[src/rtl/adder_pkg.sv]
// Shared types and default widths for the accumulator controller and its adder.
package adder_pkg;

  localparam int unsigned ADDER_N     = 32;
  localparam int unsigned ACCUM_CNT_W = 8;

  typedef enum logic [1:0] {
    IDLE  = 2'd0,
    ACCUM = 2'd1,
    DONE  = 2'd2
  } accum_state_e;

endpackage

[src/rtl/adder_accum_ctrl_if.sv]
// Input word stream and result stream of adder_accum_ctrl, grouped with master/slave views.
interface adder_accum_ctrl_if
  import adder_pkg::*;
#(
  parameter int unsigned N     = ADDER_N,
  parameter int unsigned CNT_W = ACCUM_CNT_W
);

  logic             in_valid_i;
  logic             in_ready_o;
  logic [N-1:0]     in_data_i;
  logic             in_last_i;
  logic             out_valid_o;
  logic             out_ready_i;
  logic [N-1:0]     out_sum_o;
  logic             out_ovf_o;
  logic [CNT_W-1:0] out_cnt_o;
  logic             busy_o;

  modport master (
    output in_valid_i, in_data_i, in_last_i, out_ready_i,
    input  in_ready_o, out_valid_o, out_sum_o, out_ovf_o, out_cnt_o, busy_o
  );

  modport slave (
    input  in_valid_i, in_data_i, in_last_i, out_ready_i,
    output in_ready_o, out_valid_o, out_sum_o, out_ovf_o, out_cnt_o, busy_o
  );

endinterface

[src/rtl/adder_accum_ctrl_full_adder.sv]
// Combinational N-bit ripple-carry adder (full_adder_32bit), the sole arithmetic datapath.
module full_adder_32bit #(
  parameter int unsigned N = 32
) (
  input  logic [N-1:0] a,
  input  logic [N-1:0] b,
  input  logic         c,
  output logic [N-1:0] sum,
  output logic         cout
);

  logic [N:0] carry;

  assign carry[0] = c;

  for (genvar i = 0; i < int'(N); i++) begin : g_bit
    assign sum[i]     = a[i] ^ b[i] ^ carry[i];
    assign carry[i+1] = (a[i] & b[i]) | (carry[i] & (a[i] ^ b[i]));
  end

  assign cout = carry[N];

endmodule

[src/rtl/adder_accum_ctrl.sv]
// Packet accumulator: sums a valid/ready word stream per packet through a ripple adder.
// Optional ACCUM_SATURATE_EN clamps the accumulator to all-ones on carry-out.
module adder_accum_ctrl
  import adder_pkg::*;
#(
  parameter int unsigned N     = ADDER_N,
  parameter int unsigned CNT_W = ACCUM_CNT_W
) (
  input  logic               clk_i,
  input  logic               rst_ni,
  adder_accum_ctrl_if.slave  bus
);

  accum_state_e     state_q, state_d;
  logic [N-1:0]     acc_q, acc_d, acc_new;
  logic [CNT_W-1:0] cnt_q, cnt_d;
  logic             ovf_q, ovf_d;
  logic             ready_q, ready_d;
  logic             valid_q, valid_d;
  logic             busy_q, busy_d;
  logic [N-1:0]     sum;
  logic             cout;
  logic             accept;

  full_adder_32bit #(.N(N)) u_adder (
    .a    (acc_q),
    .b    (bus.in_data_i),
    .c    (1'b0),
    .sum  (sum),
    .cout (cout)
  );

  assign accept = bus.in_valid_i && ready_q;

`ifdef ACCUM_SATURATE_EN
  // A carry now or earlier in the packet pins the accumulator at all-ones.
  assign acc_new = (cout || ovf_q) ? {N{1'b1}} : sum;
`else
  assign acc_new = sum;
`endif

  // Next-state, datapath update and registered-output next values.
  always_comb begin
    state_d = state_q;
    acc_d   = acc_q;
    cnt_d   = cnt_q;
    ovf_d   = ovf_q;
    unique case (state_q)
      IDLE: begin
        if (accept) begin
          acc_d   = acc_new;
          cnt_d   = CNT_W'(1);
          ovf_d   = cout;
          state_d = bus.in_last_i ? DONE : ACCUM;
        end
      end
      ACCUM: begin
        if (accept) begin
          acc_d = acc_new;
          cnt_d = (&cnt_q) ? cnt_q : cnt_q + CNT_W'(1);
          ovf_d = ovf_q | cout;
          if (bus.in_last_i) state_d = DONE;
        end
      end
      DONE: begin
        if (bus.out_ready_i) begin
          acc_d   = '0;
          cnt_d   = '0;
          ovf_d   = 1'b0;
          state_d = IDLE;
        end
      end
      default: state_d = IDLE;
    endcase
    ready_d = (state_d != DONE);
    valid_d = (state_d == DONE);
    busy_d  = (state_d != IDLE);
  end

  always_ff @(posedge clk_i or negedge rst_ni) begin
    if (!rst_ni) begin
      state_q <= IDLE;
      acc_q   <= '0;
      cnt_q   <= '0;
      ovf_q   <= 1'b0;
      ready_q <= 1'b0;
      valid_q <= 1'b0;
      busy_q  <= 1'b0;
    end else begin
      state_q <= state_d;
      acc_q   <= acc_d;
      cnt_q   <= cnt_d;
      ovf_q   <= ovf_d;
      ready_q <= ready_d;
      valid_q <= valid_d;
      busy_q  <= busy_d;
    end
  end

  assign bus.in_ready_o  = ready_q;
  assign bus.out_valid_o = valid_q;
  assign bus.out_sum_o   = acc_q;
  assign bus.out_ovf_o   = ovf_q;
  assign bus.out_cnt_o   = cnt_q;
  assign bus.busy_o      = busy_q;

endmodule

[src/flat_wrapper.sv]
// flat-port wrapper written by rule: the top's interface ports become plain ports
module adder_accum_ctrl_flat import adder_pkg::*;
#(
  parameter int unsigned N     = ADDER_N,
  parameter int unsigned CNT_W = ACCUM_CNT_W
)
  (clk_i, rst_ni, bus_in_valid_i, bus_in_data_i, bus_in_last_i, bus_out_ready_i, bus_in_ready_o, bus_out_valid_o, bus_out_sum_o, bus_out_ovf_o, bus_out_cnt_o, bus_busy_o);
  adder_accum_ctrl_if #(.N(N), .CNT_W(CNT_W)) bus_i ();
  input  logic clk_i;
  input  logic rst_ni;
  input wire logic [$bits(bus_i.in_valid_i)-1:0] bus_in_valid_i;
  input wire logic [$bits(bus_i.in_data_i)-1:0] bus_in_data_i;
  input wire logic [$bits(bus_i.in_last_i)-1:0] bus_in_last_i;
  input wire logic [$bits(bus_i.out_ready_i)-1:0] bus_out_ready_i;
  output wire logic [$bits(bus_i.in_ready_o)-1:0] bus_in_ready_o;
  output wire logic [$bits(bus_i.out_valid_o)-1:0] bus_out_valid_o;
  output wire logic [$bits(bus_i.out_sum_o)-1:0] bus_out_sum_o;
  output wire logic [$bits(bus_i.out_ovf_o)-1:0] bus_out_ovf_o;
  output wire logic [$bits(bus_i.out_cnt_o)-1:0] bus_out_cnt_o;
  output wire logic [$bits(bus_i.busy_o)-1:0] bus_busy_o;
  assign bus_i.in_valid_i = bus_in_valid_i;
  assign bus_i.in_data_i = bus_in_data_i;
  assign bus_i.in_last_i = bus_in_last_i;
  assign bus_i.out_ready_i = bus_out_ready_i;
  assign bus_in_ready_o = bus_i.in_ready_o;
  assign bus_out_valid_o = bus_i.out_valid_o;
  assign bus_out_sum_o = bus_i.out_sum_o;
  assign bus_out_ovf_o = bus_i.out_ovf_o;
  assign bus_out_cnt_o = bus_i.out_cnt_o;
  assign bus_busy_o = bus_i.busy_o;
  adder_accum_ctrl #(.N(N), .CNT_W(CNT_W)) u_core (.clk_i(clk_i), .rst_ni(rst_ni), .bus(bus_i));
endmodule
[config.mk]
export PLATFORM = sky130hd
export DESIGN_NAME = adder_accum_ctrl_flat
export DESIGN_NICKNAME = d
export VERILOG_FILES = /design/src/rtl/adder_pkg.sv /design/src/rtl/adder_accum_ctrl_if.sv /design/src/rtl/adder_accum_ctrl_full_adder.sv /design/src/rtl/adder_accum_ctrl.sv /design/src/flat_wrapper.sv
export SDC_FILE = /design/constraint.sdc
export NUM_CORES = 1
export LEC_CHECK = 0
export BUFFER_PORTS_ARGS = -buffer_cell sky130_fd_sc_hd__buf_2
export CORE_MARGIN = 2
export CORE_UTILIZATION = 48
export DETAILED_ROUTE_END_ITERATION = 12
export GPL_TIMING_DRIVEN = 0
export PLACE_DENSITY = 0.82
export SYNTH_ARGS = -nofsm -noshare
export SYNTH_HDL_FRONTEND = slang
export SYNTH_SLANG_ARGS = --single-unit
[constraint.sdc]
create_clock -name clk_i -period 12.4 [get_ports clk_i]
set_input_delay 0.62 -clock clk_i [delete_from_list [all_inputs] [get_ports clk_i]]
set_output_delay 0.62 -clock clk_i [all_outputs]
set_load 0.1 [all_outputs]
==> impl_results.md, run 1 <==
* Chip Width at 82.2 um
* Number of max-cap violations at 0
* Final hold vios at 0
* CTS Sinks at 46
* Post-Route WL at about 6300 um
* Xor and xnor area share after synthesis at 0%
* Compound-cell area share of the yosys netlist at 14.2%
* Yosys top cell by area: dfrtp_1
* Slew HR at 31.0%
* Kind of end point of the critical path: flop
* Ys async rst share at 100%
* IO Port Bufs at 80
* Antenna violations before repair at 0
* Setup CP Type: in -> reg
* Number of synthesized flops with an enable pin at 0
* DIE HEIGHT at 82.2 um
* Vias per inst at 5.08
* Simple-gate share of the synthesized area at 10.7%
* Dpl cell area at 3480 sq um
* CTS Buf Count at 5
* Syn nets at 362
* Total number of vias at 2296
* Row count at 28
* Area of the multi-input gates at 1550 sq um
* Avg WL per Cell at 14.0 um
* Global-route wire length before repair at 10200 um
* Share of layout cells above drive strength 1 at between 30% and 40%
* Class of the worst hold path: reg -> reg
* TritonCTS clock tree: done
* Filler Cells Inserted at about 500
* Number of library cell types mapped by synthesis at 38
* Post-route ant nets at 0
* Highest Clock Rate at 82.1 MHz
* Max clock buf depth at 2
* Most used cell, CP: fa_2
* Slowest CP cell: fa_2
* Worst-path clk slew at approximately 90 ps
* Seq cells post-synth at 46
* Detailed router's first-iteration violation count at 61
* Vias in the first global route at around 2200
* Post-detail-place hpwl at 4750 um
* Status: complete, no violations
* Synthesis-to-finish area growth at 23.8%
* Initial DRT Pass Iterations at 4
* Worst Tran Pin Value at 1040 ps
* Post-synth top cells: 67 x inv_1, 46 x dfrtp_1, 38 x nand2_1
* Post-Synth Adder-Cell Area at between 20% and 30%
* Final setup fails at 0
* Largest family of logic cells by synthesized area: adder cells
* Main synth FF type: dfrtp_1
* Root buf cell: clkbuf_8
* CP startpoint kind: input port
* Synth top area cells: dfrtp_1 39%, fa_1 21%, inv_1 8.6%
* Final Cell Area at ~3600 sq um
* Die area at 6760 sq um
* Worst-path fanout max at 1
* Req. time, crit path at around 13000 ps
* WHS at 497 ps
* Post-synth top area share at between 30% and 40%
* Max incr delay on CP at 540 ps
* Clk Latency, worst-skew pair at approximately 290 ps
* Antenna Cells at 0
* Nets at 450
* Clock Skews at 9.78 ps
* Gpl congestion at slightly above 0.8
* CORE AREA at 5920 sq um
* GRT Residual Overflow at 0
* Largest net degree at the start of global routing at 47
* GR Util All Layers at 19.8%
* Post-Syn Instances at 288
* DRC at 0
* H-tree depth at 2
* Tcrit/Tclk final at 98.2%
* Post-synthesis mux area share at 1.45%
* Most frequent cell after synthesis: inv_1
* YS warnings at 0
* Final Max Tran Viols at 0
* Syn Std Cell Area at 2940 sq um
* Sequential standard cell area at 1160 sq um
* IO Count at between 80 and 90
* Initial Util at 49.6%
* Mapped Avg Cell Area at between 10 and 15 sq um
* Sequential cell area fraction in the yosys report at 39.2%
* Post-layout min period at 12170 ps
* Arrival @ worst endpoint at about 12000 ps
* Hold buffers post-CTS at 0
## metal layers
metal	up-vias	GRT usage (%)	share of wire [%]
met5	-	0	0
met4	0	4.17	0.90
met3	8	3.80	4.7
met2	59	34.4	51
met1	1136	25.9	43
li1	1093	-	-
## cell usage in the layout (no fill, tap or decap), types with 2 or more instances in the layout
cell,netlist,final
o31ai_1,31,30
clkbuf_1,10,10
nand2_1,38,38
mux2i_1,2,2
nor2_1,4,4
a21oi_1,2,2
nand3_1,3,3
fa_1,31,6
o31ai_2,1,2
o21a_1,2,2
buf_2,0,80
o21bai_1,2,2
nand3b_1,2,2
dfrtp_1,46,44
o21ai_0,4,4
inv_1,67,67
nand2b_1,3,3
mux2_2,2,2
clkbuf_8,0,8
o22a_1,4,4
buf_6,2,2
nor3_1,2,2
o22ai_1,2,2
fa_2,0,25
nor3b_1,2,2
and3_1,6,6
dfrtp_4,0,2
ha_1,6,5
## sequential cells by signal (all words and copies together), names as in the netlist
| register | count |
|---|---|
| u_core.bus.in_ready_o | 1 |
| u_core.bus.out_valid_o | 1 |
| u_core.bus.out_sum_o | 32 |
| u_core.bus.out_cnt_o | 8 |
| u_core.bus.out_ovf_o | 1 |
| u_core.state_q | 2 |
| u_core.bus.busy_o | 1 |
## worst paths after layout
kind	startpoint	slack [ps]	cells past startpoint	end
setup / recovery	bus_in_data_i[0]	230	35	u_core.bus.out_sum_o[31]
hold reg to reg	u_core.bus.out_ovf_o	500	1	u_core.bus.out_ovf_o
setup reg to reg	u_core.bus.out_sum_o[0]	240	34	u_core.bus.out_sum_o[31]
hold / removal	u_core.bus.out_ovf_o	500	1	u_core.bus.out_ovf_o
min in group asynchronous	rst_ni	510	1	u_core.bus.out_sum_o[10]
max in group asynchronous	rst_ni	11130	1	u_core.bus.out_sum_o[1]
## through the flow
step	util, %	setup slack (ps)	TNS [ps]	std cells
6_report	61.4	226	0	452
5_1_grt	61.4	-8.12	-11.3	452
4_1_cts	61.1	31.6	0	452
3_5_place_dp	58.8	-598	-1370	443
3_3_place_gp	58.8	-467	-979	443
2_1_floorplan	-	0.151	0	288
## timing repair
item                       4_1_cts  5_1_grt
setup endpoints to repair        2        2
pin swaps                        1        1
resized for setup                6        7
setup buffers                    1        0
## cell families after synthesis
kind of cell	after synthesis
fa+ha+maj	37
flops	46
simple gates	65
mux	4
buf+inv	80
compound gates	56
## area by class of cell
| class | instances | share of cell area (%) |
|---|---|---|
| Timing Repair Buffer | 81 | 11.2 |
| Inverter | 67 | 6.92 |
| Sequential cell | 46 | 31.9 |
| Clock buffer | 8 | 3.03 |
| Multi-Input combinational cell | 162 | 42.6 |
| Tap cell | 75 | 2.58 |
| Buffer | 13 | 1.76 |
## worst max-delay path, delay by kind of cell
kind | cells | cell delay [ps]
compound gates | 1 | 60
fa+ha+maj | 32 | 11520
buf+inv | 2 | 150
Power of run 1 is left out: the tool's default activity adds up to more than one toggle a clock period on the data nets, which glitch-free logic cannot reach.
==> run 2, diff against run 1 <==
- clock period: 12.4 -> 10.69 ns (I/O delays scaled with it)
==> run 2 against run 1 <==
Net effect:
- the flow now finishes with violations (setup timing)
- hold slack lost 85 ps
- via count grew 1.5%
- clock skew shrank 2.3 ps
- critical endpoint unchanged
- core utilization grew 0.19 points
- sequential share of layout area shrank 0.098 points
- design area grew 0.31%
- routed wire length grew 1.9%
- global-route usage shrank 0.21 points
- sequential cell count is the same
- critical path depth shrank 1
==> impl_results.md, run 2 (same netlist as run 1, synthesis figures left out) <==
* Highest Clock Rate at 84.0 MHz
* Detailed router's first-iteration violation count at roughly 110
* Most used cell, CP: fa_2
* R2R Path Start: u_core.bus.out_sum_o[0]
* DRC at 0
* Nets at 450
* Worst Tran Pin Value at 1060 ps
* Post-Route WL at 6440 um
* Post-detail-place hpwl at 4890 um
* Commonest non-fill, non-tap cell in the layout: buf_2
* Buffers & Inverters on Critical Path at 1
* Chip Width at about 80 um
* DR WL met2 at 3290 um
* Antenna Cells at 0
* Initial DRT Pass Iterations at 4
* CP startpoint kind: flop
* Final Max Tran Viols at 0
* Gpl congestion at 0.836
* IO Port Bufs at 80
* GR Util All Layers at 19.6%
* Setup CP Type: reg -> reg
* Setup ws final at -1210 ps
* Crit path to: u_core.bus.out_sum_o[31]
* Final setup fails at 5
* Vias per inst at approximately 5.2
* Status: finished, violations left
* CTS Sinks at 46
* Hold buffers post-CTS at 0
* Post-route ant nets at 0
* Arrival @ worst endpoint at between 10000 and 15000 ps
* Share of layout cells above drive strength 1 at 35.8%
* Commonest cells after routing, fill and taps aside: 80 x buf_2, 66 x inv_1, 44 x dfrtp_1, 38 x nand2_1, 31 x fa_2
* Vias in the first global route at 2302
* Setup slack, reg-to-reg at -1210 ps
* Root buf cell: clkbuf_8
* Number of max-cap violations at 0
* Die area at 6760 sq um
* Total number of vias at ~2300
* GRT Residual Overflow at 0
* Clk Latency, worst-skew pair at 300 ps
* Setup crit start: u_core.bus.out_sum_o[0]
* Worst-path clk slew at 90 ps
* Kind of end point of the critical path: flop
* Synthesis-to-finish area growth at 24.2%
* Worst-path fanout max at 2
* TritonCTS clock tree: done
* Failing checks: setup timing
* IO Count at 81
* RSZ-0062 raised after global routing: yes
* Clock Skews at 7.44 ps
* Final Util at 61.6%
* Max clock buf depth at 2
* Filler Cells Inserted at 506
* Routed wl met3 at 372 um
* Post-layout min period at approximately 12000 ps
* Number of flip-flops in the largest register at 32
* Req. time, crit path at ~11000 ps
* Tcrit/Tclk final at 111%
* Worst flop-to-flop path endpoint: u_core.bus.out_sum_o[31]
* Slowest CP cell: fa_2
* Critical Path Stages at 34
* H-tree depth at 2
* Class of the worst hold path: in -> async
* Slew HR at 29.7%
* Row count at 28
* CTS Buf Count at 5
* WHS at 412 ps
* R2R depth at 34
* Max incr delay on CP at 540 ps
* DR top layer: met4
* Global-route wire length before repair at between 10000 and 15000 um
* M1 WL at between 2000 and 3000 um
* CORE AREA at roughly 5900 sq um
* Avg WL per Cell at approximately 14 um
* Crit path max-delay family: adder cells
* Initial Util at 49.6%
* Antenna violations before repair at 0
* Largest net degree at the start of global routing at 47
* DIE HEIGHT at 82.2 um
* Final hold vios at 0
[run 2: changes by cell type in the layout (fill, tap and decap cells not counted), sizes merged]
| cell | change |
|---|---|
| clkbuf | -1 |
| clkinv | +1 |
[run 2: how the worst min path moves through the flow]
stage	from	end
after global placement	u_core.bus.out_ovf_o	u_core.bus.out_ovf_o
final	rst_ni	u_core.bus.out_sum_o[6]
after CTS	rst_ni	u_core.bus.out_sum_o[7]
after global routing	rst_ni	u_core.bus.out_sum_o[6]
after detailed placement	u_core.bus.out_sum_o[5]	u_core.bus.out_sum_o[5]
after floorplan	rst_ni	u_core.bus.busy_o
[run 2: what timing repair did]
item / in CTS / in global routing
buffers inserted: 1 / 0
gates resized for setup: 1 / 3
hold endpoints to repair: 0 / 0
pin swaps: 1 / 1
setup endpoints to repair: 5 / 6
[run 2: final cells by class]
cell class	instances	area [sq um]	share of cell area, %
Tap cell	75	93.8	2.57
Clock inverter	1	5.00	0.137
Multi-Input combinational cell	162	1580	43.3
Clock buffer	7	86.3	2.37
Inverter	67	251	6.90
Buffer	13	63.8	1.75
Timing Repair Buffer	81	408	11.2
Sequential cell	46	1160	31.8
[run 2: routing by layer]
layer  global-route usage (%)  vias to the layer above
met5                        0                        -
met4                     5.17                        0
met3                     4.57                        6
met2                     34.0                       72
met1                     24.7                     1156
li1                         -                     1096
[run 2: per-stage QoR]
| step | worst slack [ps] | cells | instance area [sq um] | TNS, ps |
|---|---|---|---|---|
| after floorplan | -1020 | 288 | 3030 | -3040 |
| after global placement | -1290 | 443 | 3530 | -4340 |
| after detailed placement | -1410 | 443 | 3530 | -4860 |
| after CTS | -1240 | 452 | 3630 | -3920 |
| after global routing | -1440 | 452 | 3650 | -4980 |
| final | -1210 | 452 | 3650 | -3810 |
Power of run 2 is left out for the same reason.
==> run 3, diff against run 2 <==
- CORE_MARGIN: 2 -> unset
==> run 3 against run 2 <==
Net effect:
- sequential cell count unchanged
- the flow still finishes with violations (setup timing)
- non-clock buffer count unchanged
- routed wire length decreased by 1.0%
==> impl_results.md, run 3 (same netlist as run 1, synthesis figures left out) <==
* Status: finished, violations left
* Failing checks: setup timing
* Largest net degree at the start of global routing at 47
* IO Port Bufs at 80
* Final setup fails at 5
* GR Util All Layers at 22.0%
* Final Util at 61.4%
* Synthesis-to-finish area growth at 23.9%
* Final Max Tran Viols at 0
* Root buf cell: clkbuf_8
* Max clock buf depth at 2
* Vias in the first global route at 2311
* DRC at 0
* Number of max-cap violations at 0
* Commonest cells after routing, fill and taps aside: 80 x buf_2, 66 x inv_1, 44 x dfrtp_1, 38 x nand2_1, 31 x fa_2
* RSZ-0062 raised after global routing: yes
* Highest Clock Rate at ~84 MHz
* Fin Setup TNS at -3900 ps
* Tcrit/Tclk final at 111%
* WHS at 419 ps
* GRT Residual Overflow at 0
* Final hold vios at 0
* Antenna Cells at 0
* Nets at 450
* Gpl congestion at 0.835
* Post-layout min period at approximately 12000 ps
* R2R depth at 35
* Vias per inst at roughly 5.2
* Worst-path fanout max at 2
* Die area at 6430 sq um
* Worst-path clk slew at about 80 ps
* Setup CP Type: reg -> reg
* Share of layout cells above drive strength 1 at 35.3%
* Setup ws final at -1200 ps
* CTS Buf Count at 5
* Detailed router's first-iteration violation count at 80
* Dpl cell area at 3530 sq um
* Final Cell Area at between 3000 and 4000 sq um
* Slew HR at 31.1%
* Hold buffers post-CTS at 0
* Post-Route WL at roughly 6400 um
* Kind of end point of the critical path: flop
* H-tree depth at 2
* Total number of vias at 2363
* DIE HEIGHT at 80.2 um
* Commonest non-fill, non-tap cell in the layout: buf_2
* Slowest CP cell: dfrtp_4
* IO Count at 81
* Class of the worst hold path: in -> async
* Post-detail-place hpwl at between 4000 and 5000 um
* TritonCTS clock tree: done
* Worst Tran Pin Value at between 1000 and 1500 ps
* Antenna violations before repair at 0
* Arrival @ worst endpoint at 12130 ps
* CORE AREA at 5920 sq um
* Row count at 28
* Number of flip-flops in the largest register at 32
* CP startpoint kind: flop
* Post-route ant nets at 0
* Initial Util at about half
* Max incr delay on CP at 430 ps
* Most used cell, CP: fa_2
* Clk Latency, worst-skew pair at ~300 ps
* Req. time, crit path at approximately 11000 ps
* Chip Width at 80.2 um
* Initial DRT Pass Iterations at 4
* Avg WL per Cell at 14.1 um
* CTS Sinks at 46
* Global-route wire length before repair at 10700 um
* Clock Skews at about 8.5 ps
==> run 3: cell type report <==
type / instances / area [sq um]
well taps: 75 / 93.8
flip-flops and latches: 46 / 1160
plain buffers: 13 / 63.8
multi-input cells: 162 / 1570
fillers: 502 / 2280
clock inverters: 1 / 5.00
repair buffers: 81 / 408
clock buffers: 7 / 86.3
inverters: 67 / 251
==> run 3: final timing paths <==
check | slack (ps) | end | start
max reg2reg | -1200 | u_core.bus.out_ovf_o | u_core.bus.out_sum_o[0]
min | 420 | u_core.bus.out_sum_o[6] | rst_ni
max in group asynchronous | 9520 | u_core.bus.out_sum_o[0] | rst_ni
min in group clk_i | 510 | u_core.bus.out_sum_o[7] | u_core.bus.out_sum_o[7]
min reg2reg | 510 | u_core.bus.out_sum_o[7] | u_core.bus.out_sum_o[7]
max | -1200 | u_core.bus.out_ovf_o | u_core.bus.out_sum_o[0]
==> run 3: critical path, delay by kind of cell (launching register included) <==
| kind | cells | cell delay (ps) |
|---|---|---|
| buffers and inverters | 1 | 30 |
| AOI/OAI and AO/OA | 1 | 170 |
| muxes | 1 | 130 |
| DFF | 1 | 430 |
| adders and majority gates | 32 | 11070 |
==> run 3: metal layers <==
layer	vias to the layer above	part of all wire [%]	track usage, %
met5	-	0	0
met3	9	6.1	5.80
met1	1176	42	28.2
li1	1095	-	-
met2	83	51	37.0
met4	0	1.1	5.89
==> run 3: through the flow <==
stage	instances	setup WS (ps)
after floorplan	288	-1020
after global placement	443	-1310
after detailed placement	443	-1450
after CTS	452	-1260
after global routing	452	-1450
final	452	-1200
==> run 3: what timing repair did <==
action / in CTS / in global routing
pin swaps: 0 / 2
endpoints found under the setup margin: 5 / 6
buffers inserted: 1 / 0
resized for setup: 0 / 2
Power of run 3 is left out for the same reason.
